--- src/rtl/nibble_serial_adder_ctrl_pkg.sv ---
// Shared constants and state encoding for the nibble-serial adder sequencer.
package nibble_serial_adder_ctrl_pkg;

  localparam int unsigned NIBBLE_W = 4;

  typedef enum logic [1:0] {
    IDLE = 2'd0,
    RUN  = 2'd1,
    DONE = 2'd2
  } state_t;

endpackage

--- src/rtl/nibble_serial_adder_ctrl_four_bit_adder_bh.sv ---
// Behavioural 4-bit adder with carry in/out; the shared nibble datapath.
module four_bit_adder_bh
  import nibble_serial_adder_ctrl_pkg::*;
(
  input  logic [NIBBLE_W-1:0] a,
  input  logic [NIBBLE_W-1:0] b,
  input  logic                c_in,
  output logic [NIBBLE_W-1:0] sum,
  output logic                c_out
);

  always_comb begin
    {c_out, sum} = {1'b0, a} + {1'b0, b} + {{NIBBLE_W{1'b0}}, c_in};
  end

endmodule

--- src/rtl/nibble_serial_adder_ctrl.sv ---
// Wide adder that time-shares one 4-bit adder, LSB nibble first, with a
// registered carry between nibbles and valid/ready handshakes on both sides.
module nibble_serial_adder_ctrl
  import nibble_serial_adder_ctrl_pkg::*;
#(
  parameter int unsigned WIDTH = 16
) (
  input  logic             clk,
  input  logic             rst,
  input  logic             in_valid,
  output logic             in_ready,
  input  logic [WIDTH-1:0] a,
  input  logic [WIDTH-1:0] b,
  input  logic             c_in,
  output logic             out_valid,
  input  logic             out_ready,
  output logic [WIDTH-1:0] sum,
  output logic             c_out,
  output logic             busy
);

  localparam int unsigned NIBBLES = WIDTH / NIBBLE_W;
  localparam int unsigned CNT_W   = (NIBBLES > 1) ? $clog2(NIBBLES) : 1;

  state_t              state;
  logic [CNT_W-1:0]    cnt;
  logic [WIDTH-1:0]    a_reg;
  logic [WIDTH-1:0]    b_reg;
  logic [WIDTH-1:0]    sum_reg;
  logic                carry;
  logic [NIBBLE_W-1:0] nib_sum;
  logic                nib_cout;

  four_bit_adder_bh u_nibble_adder (
    .a     (a_reg[NIBBLE_W-1:0]),
    .b     (b_reg[NIBBLE_W-1:0]),
    .c_in  (carry),
    .sum   (nib_sum),
    .c_out (nib_cout)
  );

  always_ff @(posedge clk or posedge rst) begin
    if (rst) begin
      state   <= IDLE;
      cnt     <= '0;
      a_reg   <= '0;
      b_reg   <= '0;
      sum_reg <= '0;
      carry   <= 1'b0;
    end else begin
      case (state)
        IDLE: begin
          if (in_valid) begin
            a_reg <= a;
            b_reg <= b;
            carry <= c_in;
            cnt   <= '0;
            state <= RUN;
          end
        end
        RUN: begin
          // Shift-in from the top via a wide concat so WIDTH=4 needs no special case.
          sum_reg <= WIDTH'({nib_sum, sum_reg} >> NIBBLE_W);
          a_reg   <= a_reg >> NIBBLE_W;
          b_reg   <= b_reg >> NIBBLE_W;
          carry   <= nib_cout;
          cnt     <= cnt + 1'b1;
          if (cnt == CNT_W'(NIBBLES - 1)) begin
            state <= DONE;
          end
        end
        DONE: begin
          if (out_ready) begin
            state <= IDLE;
          end
        end
        default: state <= IDLE;
      endcase
    end
  end

  always_comb begin
    in_ready  = (state == IDLE);
    out_valid = (state == DONE);
    busy      = (state != IDLE);
    sum       = sum_reg;
    c_out     = carry;
  end

endmodule

--- config.mk ---
export PLATFORM = sky130hd
export DESIGN_NAME = nibble_serial_adder_ctrl
export DESIGN_NICKNAME = d
export VERILOG_FILES = /design/src/rtl/nibble_serial_adder_ctrl_pkg.sv /design/src/rtl/nibble_serial_adder_ctrl_four_bit_adder_bh.sv /design/src/rtl/nibble_serial_adder_ctrl.sv
export SDC_FILE = /design/constraint.sdc
export NUM_CORES = 1
export LEC_CHECK = 0
export CORE_MARGIN = 4
export CORE_UTILIZATION = 50
export CTS_BUF_LIST = sky130_fd_sc_hd__clkbuf_8
export CTS_CLUSTER_DIAMETER = 120
export DETAILED_ROUTE_END_ITERATION = 10
export GPL_TIMING_DRIVEN = 0
export PLACE_DENSITY = 0.8
export SLEW_MARGIN = 15
export SYNTH_ARGS = -nofsm -noshare
export SYNTH_HDL_FRONTEND = slang
export SYNTH_SLANG_ARGS = --single-unit
--- constraint.sdc ---
create_clock -name clk -period 2.15 [get_ports clk]
set_clock_uncertainty 0.15 [all_clocks]
set_input_delay 0.3225 -clock clk [delete_from_list [all_inputs] [get_ports clk]]
set_output_delay 0.3225 -clock clk [all_outputs]
set_load 0.005 [all_outputs]
* After elaboration in Yosys (flattened, before gate mapping)
Cells that the tools add are included.
Word-level totals: register bits 53, bits in latches 0, RAM bits 0, bits in read-only memories 0, bits of input ports 37, output and inout port bits 20, word-level logic and storage cells 32, memories kept 0
Operators by class: add/sub/neg operators 3, multipliers 0, div/mod/pow operators 0, $lt $le $gt $ge 0, equal/unequal tests 6, shift-type cells 0, multiplexer cells 12, bitwise operators 0, reductions and logical operators 5
Operators with widths (count):
- one-hot mux 16 bit (2 select lines) | 2
- two-way mux 16 bit | 2
- two-way mux 2 bit | 4
- one-hot mux 2 bit (3 select lines) | 1
- adder 4 x 4 -> 5 bit | 1
- adder 5 x 1 -> 5 bit | 1
- equality test 2 bit, second input constant | 2
- != test 2 bit, second input constant | 2
- one-hot mux 2 bit (2 select lines) | 1
- nonzero test 2 bit | 2
- AND reduction 3 bit | 1
- adder 2 x 1 -> 2 bit, second input constant | 1
- equality test 2 x 1 -> 1 bit, second input constant | 1
- logical NOT 2 bit | 1
- != test 2 x 1 -> 1 bit, second input constant | 1
- one-hot mux 1 bit (2 select lines) | 1
- AND reduction 2 bit | 1
- two-way mux 1 bit | 1

* Longest topological paths before layout
Gate-level depths: netlist of the first run.
depth in word-level cells 3, depth in mapped cells 7, gate-level depth less buffers 5

* Cells and area by module
A second synthesis of the first run with hierarchy kept.
Second synthesis, totals: cells, all modules 274, area total of the unflattened synthesis 2864.0 um^2
By module, submodules not included:
- nibble_serial_adder_ctrl | times used 1, cells an instance 258, area each 2720.1 um^2, seq. area each 1326.3 um^2
- four_bit_adder_bh | times used 1, cells an instance 16, area each 143.9 um^2, seq. area each 0.0 um^2

* Worst setup path after synthesis of the first run
Ideal clock, no wire load.
kind register to register, from register carry (netlist: c_out), to register carry (netlist: c_out), setup time 0.127 ns, arrival time 1.719 ns, data required time 1.873 ns, setup slack 0.155 ns, cell stages (with the launch flop) 6, buffers on the path 0, period minus slack after synthesis 1.995 ns, cell sequence dfrtp_1 -> fa_1 -> fa_1 -> a21o_1 -> a211oi_1 -> o31ai_1
Between the ends: longest elaborated chain between the ends 2
RTL lines:
- start, declared | line nibble_serial_adder_ctrl.sv:30 | logic carry;
- start signal, assigned | line nibble_serial_adder_ctrl.sv:56 | carry <= c_in;
- start signal, assigned | line nibble_serial_adder_ctrl.sv:66 | carry <= nib_cout;
- adder 5 x 1 -> 5 bit | line nibble_serial_adder_ctrl_four_bit_adder_bh.sv:13 | {c_out, sum} = {1'b0, a} + {1'b0, b} + {{NIBBLE_W{1'b0}}, c_in};
- one-hot mux 1 bit (2 select lines) | line nibble_serial_adder_ctrl.sv:51 | case (state)
No other way between the ends. A chain may end at the register's enable or synchronous reset.

* Final worst setup path of the first run
from register state[0], to output port out_valid
Between the ends: longest elaborated chain between the ends 1
RTL lines:
- start, declared | line nibble_serial_adder_ctrl.sv:25 | state_t state;
- start signal, assigned | line nibble_serial_adder_ctrl.sv:44 | state <= IDLE;
- start signal, assigned | line nibble_serial_adder_ctrl.sv:58 | state <= RUN;
- start signal, assigned | line nibble_serial_adder_ctrl.sv:69 | state <= DONE;
- equality test 2 bit | line nibble_serial_adder_ctrl.sv:84 | out_valid = (state == DONE);
- end, declared | line nibble_serial_adder_ctrl.sv:15 | output logic out_valid,
No other way between the ends.

==> out/results.tsv, run 1 <==
stage	metric	value	unit
run_status	outcome	finished clean	
synthesis	FFs w/ async S/R, synth	1.00	
timing	endpoints failing hold	0	
grt	Total GRT Usage	0.178	
cts	clock buffer depth	2	
grt	first-pass GRT wire length	8.60	mm
job	Max Cap Viol	0	
floorplan	starting density of the core	0.523	
drt	via count	1943	
power_and_ir_drop	PwrDens	1420	mW/mm²
timing	slew margin rel.	0.720	
critical_path	critical path data arrival time	1.60	ns
timing	max-slew violation count	0	
synthesis	Area contributors post-synth	dfrtp_1 53%, nand2_1 11%, mux2i_1 7.2%	
cells_and_area	# diodes	0	
synthesis	Synth Net Count	295	
synthesis	FF+latch count, synth	53	
timing	Final period util	0.963	
grt	number of global-route vias before repair	1854	
cts	clk sinks	53	
synthesis	Synth Area per Inst	9.94	µm²
cells_and_area	Post-Layout Cell Count	384	
grt	largest net degree at the start of global routing	38	
timing	setup TNS	0	ns
synthesis	count leader, synth	nand2_1	
drt	DR WL/cell	13.2	µm
synthesis	predominant post-synthesis flop cell	dfrtp_1	
timing	Worst-Margin Slew	0.414	ns
floorplan	Core Rows	25	
critical_path	Startpoint Class	register	
hold_path	worst min-delay path class	in -> async	
floorplan	die height	78.8	µm
critical_path	worst r2r src	c_out	
drt	Routed Antenna Nets	0	
floorplan	Ports	57	
drt	overall routed net length	5.08	mm
cts	clk_lat worst skew	0.31	ns
synthesis	Synth top cells by count	75 x nand2_1, 53 x dfrtp_1, 28 x o21ai_0, 18 x mux2i_1, 13 x a21oi_1	
critical_path	kind of critical path	reg -> out	
critical_path	CP endpoint kind	output pin	
cells_and_area	area growth from synthesis to layout	31.6	%
cts	CTS clk-pin slew, worst paths	0.09	ns
power_and_ir_drop	Lkg Pwr	1.52	nW
cells_and_area	post-layout util	0.688	
synthesis	post-synth design cell area	0.00250	mm²
cts	Post-CTS Hold Buffers	0	
critical_path	r2r setup slk	0.12	ns
synthesis	post-synth top area cell	dfrtp_1	
placed_design	Placed Instances	376	
synthesis	register area share after synthesis	0.530	
power_and_ir_drop	maximum ir drop on the vdd rail	0.000727	V
timing	RSZ-0062 raised after global routing	no	
placed_design	DP HPWL	3.86	mm
floorplan	DIE AREA	0.00620	mm²
drt	DR DRC count	0	
grt	remaining global-route overflow	0	
cts	TritonCTS buffer count	5	
cells_and_area	share of cells above drive strength 1	0.0789	
critical_path	r2r endpoint	c_out	
cts	clk root buf	clkbuf_8	
synthesis	number of flops mapped to enable cells by yosys	0	
cells_and_area	Final nets	359	
floorplan	die width	78.8	µm
synthesis	synth warn	0	
grt	antenna violations before repair	0	
placed_design	Final GP Congestion	0.789	
critical_path	crit path max fanout	19	
timing	Max Fclk	0.483	GHz
timing	# setup viols final	0	
cts	H-tree Lvls	2	
synthesis	share of the synthesized area in the top cell type	0.530	
critical_path	worst path required time	1.68	ns
floorplan	core area	0.00479	mm²
placed_design	Area after DPL	0.00317	mm²
drt	vias per std cell	5.06	
cells_and_area	Final Cell Area	0.00329	mm²
drt	1st-iter DRT viols	90	
drt	drt first pass iters	4	
synthesis	post-synth cell types	30	
critical_path	R2R depth	5	
placed_design	port bufs	56	
power_and_ir_drop	Overall Power	4.69	mW
cts	CTS tree	done	
synthesis	Mapped Cells	252	
timing	fin crit period	2.07	ns
worst max-delay path, cell delays in order (launching register included):
cell and delay [ns]:
dfrtp_1 0.36, clkbuf_4 0.22, nor2b_1 0.18, clkdlybuf4s50_1 0.52
power breakdown:
group	total (mW)	leakage, nW	internal (mW)	switching [mW]
sequential	1.72	0.676	1.44	0.274
combinational	2.31	0.788	1.17	1.13
clock	0.668	0.0595	0.345	0.323
metrics by stage:
step                hold WS (ns)  setup slack [ns]
floorplan                  0.299             0.155
global placement           0.308            -0.601
detailed placement         0.311            0.0833
CTS                        0.158            0.0546
global route               0.192           0.00407
finish                     0.156            0.0803
final cells by class:
| class | count | area [µm²] |
|---|---|---|
| plain buffers | 16 | 111 |
| clock buffers | 5 | 68.8 |
| clock inverters | 3 | 42.5 |
| fillers | 393 | 1490 |
| inverters | 5 | 18.8 |
| multi-input cells | 177 | 1050 |
| flip-flops and latches | 53 | 1330 |
| well taps | 67 | 83.8 |
| repair buffers | 58 | 588 |
repair_timing:
action | 4_1_cts | 5_1_grt
buffers inserted | 0 | 1
gates resized for setup | 2 | 2
pin swaps | 0 | 1
setup endpoints to repair | 3 | 3
how the worst max path moves through the flow:
stage / start / endpoint / slack, ns / cells after the start
finish: state[0] / out_valid / 0.08 / 3
global route: state[0] / in_ready / 0.004 / 3
CTS: state[0] / in_ready / 0.05 / 3
detailed placement: c_out / c_out / 0.08 / 5
global placement: rst / b_reg[13] / -0.60 / 2
floorplan: c_out / c_out / 0.15 / 5
layout by cell type, fill, tap and decap left out, types with 7 or more instances in the layout:
cell / synthesis / layout
a21oi_1: 13 / 13
and3b_1: 7 / 7
clkdlybuf4s50_1: 0 / 56
dfrtp_1: 53 / 53
mux2i_1: 18 / 18
nand2_1: 75 / 75
nor2b_1: 7 / 7
o21ai_0: 28 / 28
per-layer routing:
layer / up-vias / global-route usage / routed length [µm]
li1: 973 / - / -
met1: 908 / 0.226 / 2280
met2: 53 / 0.295 / 2460
met3: 9 / 0.0420 / 229
met4: 0 / 0.0699 / 109
met5: - / 0 / 0
cells by family (layout without fill, tap and decap cells):
group	count (synthesis)	in the layout	synth area share
and+or+nand+nor	97	97	0.178
AOI/OAI and AO/OA	55	55	0.128
DFF	53	53	0.530
buffers and inverters	22	87	0.0530
muxes	18	18	0.0720
adders and majority gates	6	6	0.0360
xor gates and xnor gates	1	1	0.00350
Note: power is estimated with default switching activity, not from simulation.
==> run 2: changes to the inputs <==
MAX_ROUTING_LAYER = met4   (was unset)
==> run 2 against run 1 <==
Critical path depth unchanged. Sequential share of layout area unchanged. Global-route usage increased by 0.42 points. Critical endpoint unchanged. Highest routed layer unchanged.
==> out/results.tsv, run 2 (same netlist as run 1, synthesis figures left out) <==
stage	metric	value	unit
power_and_ir_drop	power share of the sequential group	0.366	
floorplan	core area	0.00479	mm²
critical_path	r2r setup slk	0.12	ns
power_and_ir_drop	Net Sw Power	1.73	mW
cts	clk_lat worst skew	0.31	ns
cells_and_area	share of cells above drive strength 1	0.0789	
power_and_ir_drop	Lkg Pwr	1.52	nW
drt	DR WL/cell	13.2	µm
cts	CTS clk-pin slew, worst paths	0.09	ns
placed_design	port bufs	56	
cts	clock buffer depth	2	
timing	fin crit period	2.07	ns
critical_path	r2r endpoint	c_out	
grt	routing usage on met1	0.227	
cts	TritonCTS buffer count	5	
critical_path	kind of critical path	reg -> out	
critical_path	worst r2r src	c_out	
drt	1st-iter DRT viols	54	
timing	max-slew violation count	0	
cts	Post-CTS Hold Buffers	0	
critical_path	buffers and inverters on the worst path	2	
drt	DR DRC count	0	
timing	setup TNS	0	ns
grt	grt met2 use	0.295	
timing	# setup viols final	0	
cts	clk sinks	53	
floorplan	starting density of the core	0.523	
timing	slew margin rel.	0.720	
cells_and_area	area growth from synthesis to layout	31.6	%
timing	Max Fclk	0.484	GHz
cells_and_area	Final Cell Area	0.00329	mm²
placed_design	Area after DPL	0.00317	mm²
timing	worst setup margin	0.0822	ns
hold_path	worst min-delay path class	in -> async	
drt	drt first pass iters	4	
grt	largest net degree at the start of global routing	38	
placed_design	post-place setup slack	0.0833	ns
timing	endpoints failing hold	0	
power_and_ir_drop	clock network fraction of design power	0.142	
drt	via count	1940	
cts	clk root buf	clkbuf_8	
critical_path	slowest stage delay, CP	0.52	ns
drt	Routed Antenna Nets	0	
grt	first-pass GRT wire length	8.60	mm
critical_path	crit path max fanout	19	
cells_and_area	Final nets	359	
drt	vias per std cell	5.05	
floorplan	DIE AREA	0.00620	mm²
floorplan	die height	78.8	µm
critical_path	worst path required time	1.68	ns
power_and_ir_drop	maximum ir drop on the vdd rail	0.000727	V
power_and_ir_drop	Sw Ratio	0.369	
floorplan	die width	78.8	µm
placed_design	DP HPWL	3.86	mm
critical_path	R2R depth	5	
critical_path	slowest cell on the critical path	clkdlybuf4s50_1	
job	Max Cap Viol	0	
critical_path	Startpoint Class	register	
floorplan	Ports	57	
cts	H-tree Lvls	2	
power_and_ir_drop	Internal Power	2.96	mW
placed_design	Final GP Congestion	0.800	
critical_path	CP top delay family	buffers and inverters	
power_and_ir_drop	PwrDens	1420	mW/mm²
timing	RSZ-0062 raised after global routing	no	
drt	overall routed net length	5.06	mm
grt	remaining global-route overflow	0	
cells_and_area	commonest non-fill, non-tap cells in the layout	75 x nand2_1, 56 x clkdlybuf4s50_1, 53 x dfrtp_1, 28 x o21ai_0, 18 x mux2i_1	
timing	hold_ws	0.158	ns
grt	antenna violations before repair	0	
timing	Final period util	0.962	
critical_path	CP endpoint kind	output pin	
critical_path	critical path data arrival time	1.60	ns
cells_and_area	commonest non-fill, non-tap cell in the layout	nand2_1	
grt	GRT Max-Usage Layer	met2	
grt	Total GRT Usage	0.182	
run_status	outcome	finished clean	
power_and_ir_drop	combinational power share	0.492	
floorplan	Core Rows	25	
cts	CTS tree	done	
critical_path	critical path, cell by cell	clkbuf_4, nor2b_1, clkdlybuf4s50_1	
cells_and_area	# diodes	0	
timing	Worst-Margin Slew	0.414	ns
grt	GR Layer Usage met3	0.0374	
power_and_ir_drop	Overall Power	4.69	mW
grt	number of global-route vias before repair	1848	
-- run 2: per-layer routing --
layer / share of wire / vias to the layer above
met5: 0 / -
met4: 0.021 / 0
met3: 0.045 / 9
met2: 0.49 / 51
met1: 0.45 / 907
li1: - / 973
-- run 2: power groups by stage --
stage | registers (mW) | logic, mW | clock network (mW)
final | 1.72 | 2.31 | 0.667
after global routing | 1.78 | 2.60 | 0.724
after CTS | 1.72 | 2.33 | 0.685
after detailed placement | 1.74 | 2.32 | 0
after global placement | 1.72 | 2.23 | 0
after floorplan | 1.69 | 1.54 | 0
-- run 2: worst max path at each step --
stage | cells past startpoint | endpoint | startpoint | slack [ns]
floorplan | 5 | c_out | c_out | 0.15
global placement | 2 | b_reg[13] | rst | -0.60
detailed placement | 5 | c_out | c_out | 0.08
CTS | 3 | in_ready | state[0] | 0.05
global route | 3 | in_ready | state[0] | 0.007
finish | 3 | out_valid | state[0] | 0.08
-- run 2: repair_timing --
action	in CTS	in global routing
setup endpoints to repair	3	3
pin swaps	0	1
gates resized for setup	2	2
buffers inserted	0	1
gates cloned	0	0
-- run 2: per-stage QoR --
| step | std cells | util |
|---|---|---|
| after global routing | 384 | 0.688 |
| after floorplan | 252 | - |
| after global placement | 375 | 0.658 |
| after detailed placement | 376 | 0.662 |
| final | 384 | 0.688 |
| after CTS | 383 | 0.686 |
-- run 2: layout make-up --
class	count	area (µm²)
fill	393	1490
clock buffer	5	68.8
multi-input combinational	177	1050
sequential	53	1330
clock inverter	3	42.5
buffer	16	111
tap	67	83.8
timing repair buffer	58	588
inverter	5	18.8
==> run 3: changes to the inputs <==
GPL_TIMING_DRIVEN = unset   (was 0)
SETUP_SLACK_MARGIN = 0.5   (was unset)
==> run 3 against run 2 <==
Sequential power barely moved. Via count rose by 15%. Combinational power rose by 45%. Setup slack gained 0.21 ns.
==> out/results.tsv, run 3 (same netlist as run 1, synthesis figures left out) <==
stage	metric	value	unit
cells_and_area	Final nets	393	
placed_design	port bufs	56	
placed_design	Placed Instances	367	
grt	remaining global-route overflow	0	
cts	CTS tree	done	
cts	H-tree Lvls	2	
cells_and_area	# diodes	0	
cells_and_area	commonest non-fill, non-tap cells in the layout	74 x nand2_1, 51 x dfrtp_1, 36 x clkdlybuf4s50_1, 31 x buf_4, 19 x o21ai_0	
critical_path	critical path data arrival time	1.91	ns
critical_path	worst path required time	2.20	ns
cts	clk_lat worst skew	0.31	ns
drt	DR DRC count	0	
grt	first-pass GRT wire length	9.09	mm
hold_path	worst min-delay path class	in -> async	
critical_path	kind of critical path	reg -> reg	
cells_and_area	share of cells above drive strength 1	0.231	
timing	RSZ-0062 raised after global routing	yes	
cts	CTS clk-pin slew, worst paths	0.09	ns
drt	via count	2222	
drt	vias per std cell	5.32	
floorplan	DIE AREA	0.00620	mm²
cts	clk root buf	clkbuf_8	
timing	Final period util	0.865	
critical_path	R2R depth	5	
drt	drt first pass iters	4	
power_and_ir_drop	Lkg Pwr	1.90	nW
critical_path	slowest cell on the critical path	dfrtp_1	
timing	Max Fclk	0.538	GHz
critical_path	critical path, cell by cell	fa_2, fa_2, a21o_1, a211oi_2, o31ai_1	
placed_design	DP HPWL	3.60	mm
cells_and_area	Post-Layout Cell Count	418	
timing	setup TNS	0	ns
critical_path	worst r2r src	a_reg[0]	
cells_and_area	commonest non-fill, non-tap cell in the layout	nand2_1	
critical_path	Crit. Startpoint	a_reg[0]	
grt	largest net degree at the start of global routing	36	
cts	clock buffer depth	2	
floorplan	starting density of the core	0.523	
power_and_ir_drop	maximum ir drop on the vdd rail	0.000816	V
timing	hold_ws	0.220	ns
critical_path	buffers and inverters on the worst path	0	
grt	antenna violations before repair	0	
timing	Worst-Margin Slew	0.461	ns
floorplan	die width	78.8	µm
floorplan	core area	0.00479	mm²
critical_path	slowest stage delay, CP	0.41	ns
floorplan	die height	78.8	µm
run_status	outcome	finished clean	
drt	Routed Antenna Nets	0	
timing	endpoints failing hold	0	
floorplan	Core Rows	25	
timing	slew margin rel.	0.692	
cells_and_area	area growth from synthesis to layout	50.7	%
cts	clk sinks	53	
critical_path	CP top delay family	adder cells	
job	Max Cap Viol	0	
drt	DR WL/cell	16.0	µm
cts	TritonCTS buffer count	5	
timing	# setup viols final	0	
critical_path	CP endpoint	c_out	
timing	max-slew violation count	0	
critical_path	CP most frequent cell	fa_2	
cts	Post-CTS Hold Buffers	0	
critical_path	r2r setup slk	0.29	ns
drt	1st-iter DRT viols	82	
floorplan	Ports	57	
cells_and_area	fillcell total	288	
timing	fin crit period	1.86	ns
critical_path	Startpoint Class	register	
cells_and_area	post-layout util	0.788	
grt	Total GRT Usage	0.193	
power_and_ir_drop	PwrDens	1510	mW/mm²
critical_path	crit path max fanout	2	
placed_design	Final GP Congestion	0.757	
drt	overall routed net length	6.67	mm
critical_path	r2r endpoint	c_out	
grt	number of global-route vias before repair	1985	
critical_path	CP endpoint kind	register	
critical_path	Worst path depth	5	
run 3: cell types whose count changed in the layout (fill, tap and decap cells not counted), sizes merged:
cell / delta
buf: +36
clkdlybuf4s50: -20
dlymetal6s2s: +9
dlygate4sd2: +8
clkbuf: +2
inv: -2
bufinv: -1
clkinvlp: +1
o21bai: +1
run 3: through the flow:
step           worst slack [ns]  area [µm²]  power [mW]
3_3_place_gp              0.273        3140        3.89
2_1_floorplan             0.298        2520        3.27
4_1_cts                   0.288        3450        4.94
6_report                  0.291        3770        5.69
5_1_grt                   0.238        3770        6.10
3_5_place_dp              0.236        3140        3.99
run 3: worst min path at each step:
stage / start / end / cells after the start
global route: rst / a_reg[2] / 2
detailed placement: sum[3] / sum[3] / 2
finish: rst / sum[7] / 2
CTS: rst / a_reg[14] / 2
floorplan: rst / a_reg[0] / 1
global placement: sum[0] / sum[0] / 2
run 3: power breakdown:
group          internal (mW)  switching (mW)
sequential              1.45           0.279
combinational           1.84            1.51
clock                  0.292           0.327
run 3: cell type report:
cell class	count	area, µm²	share of cell area
clock inverters	1	5.00	0.00133
multi-input cells	178	1120	0.298
clock buffers	7	96.3	0.0255
flip-flops and latches	53	1330	0.352
well taps	67	83.8	0.0222
inverters	5	22.5	0.00597
repair buffers	107	1110	0.295
run 3: worst register-to-register path: cells and delay by family, from the launching register on:
kind / cells / cell delay, ns
AOI/OAI and AO/OA: 3 / 0.44
adders and majority gates: 2 / 0.76
DFF: 1 / 0.41
run 3: metal layers:
metal | share of wire | GRT usage
met1 | 0.40 | 0.237
met2 | 0.53 | 0.322
met3 | 0.048 | 0.0420
met4 | 0.017 | 0.0577
met5 | 0 | -
run 3: timing repair:
action | CTS | global route
pin swaps | 5 | 4
cloned | 0 | 8
gates resized for setup | 24 | 42
setup endpoints to repair | 60 | 49
buffers inserted | 25 | 10
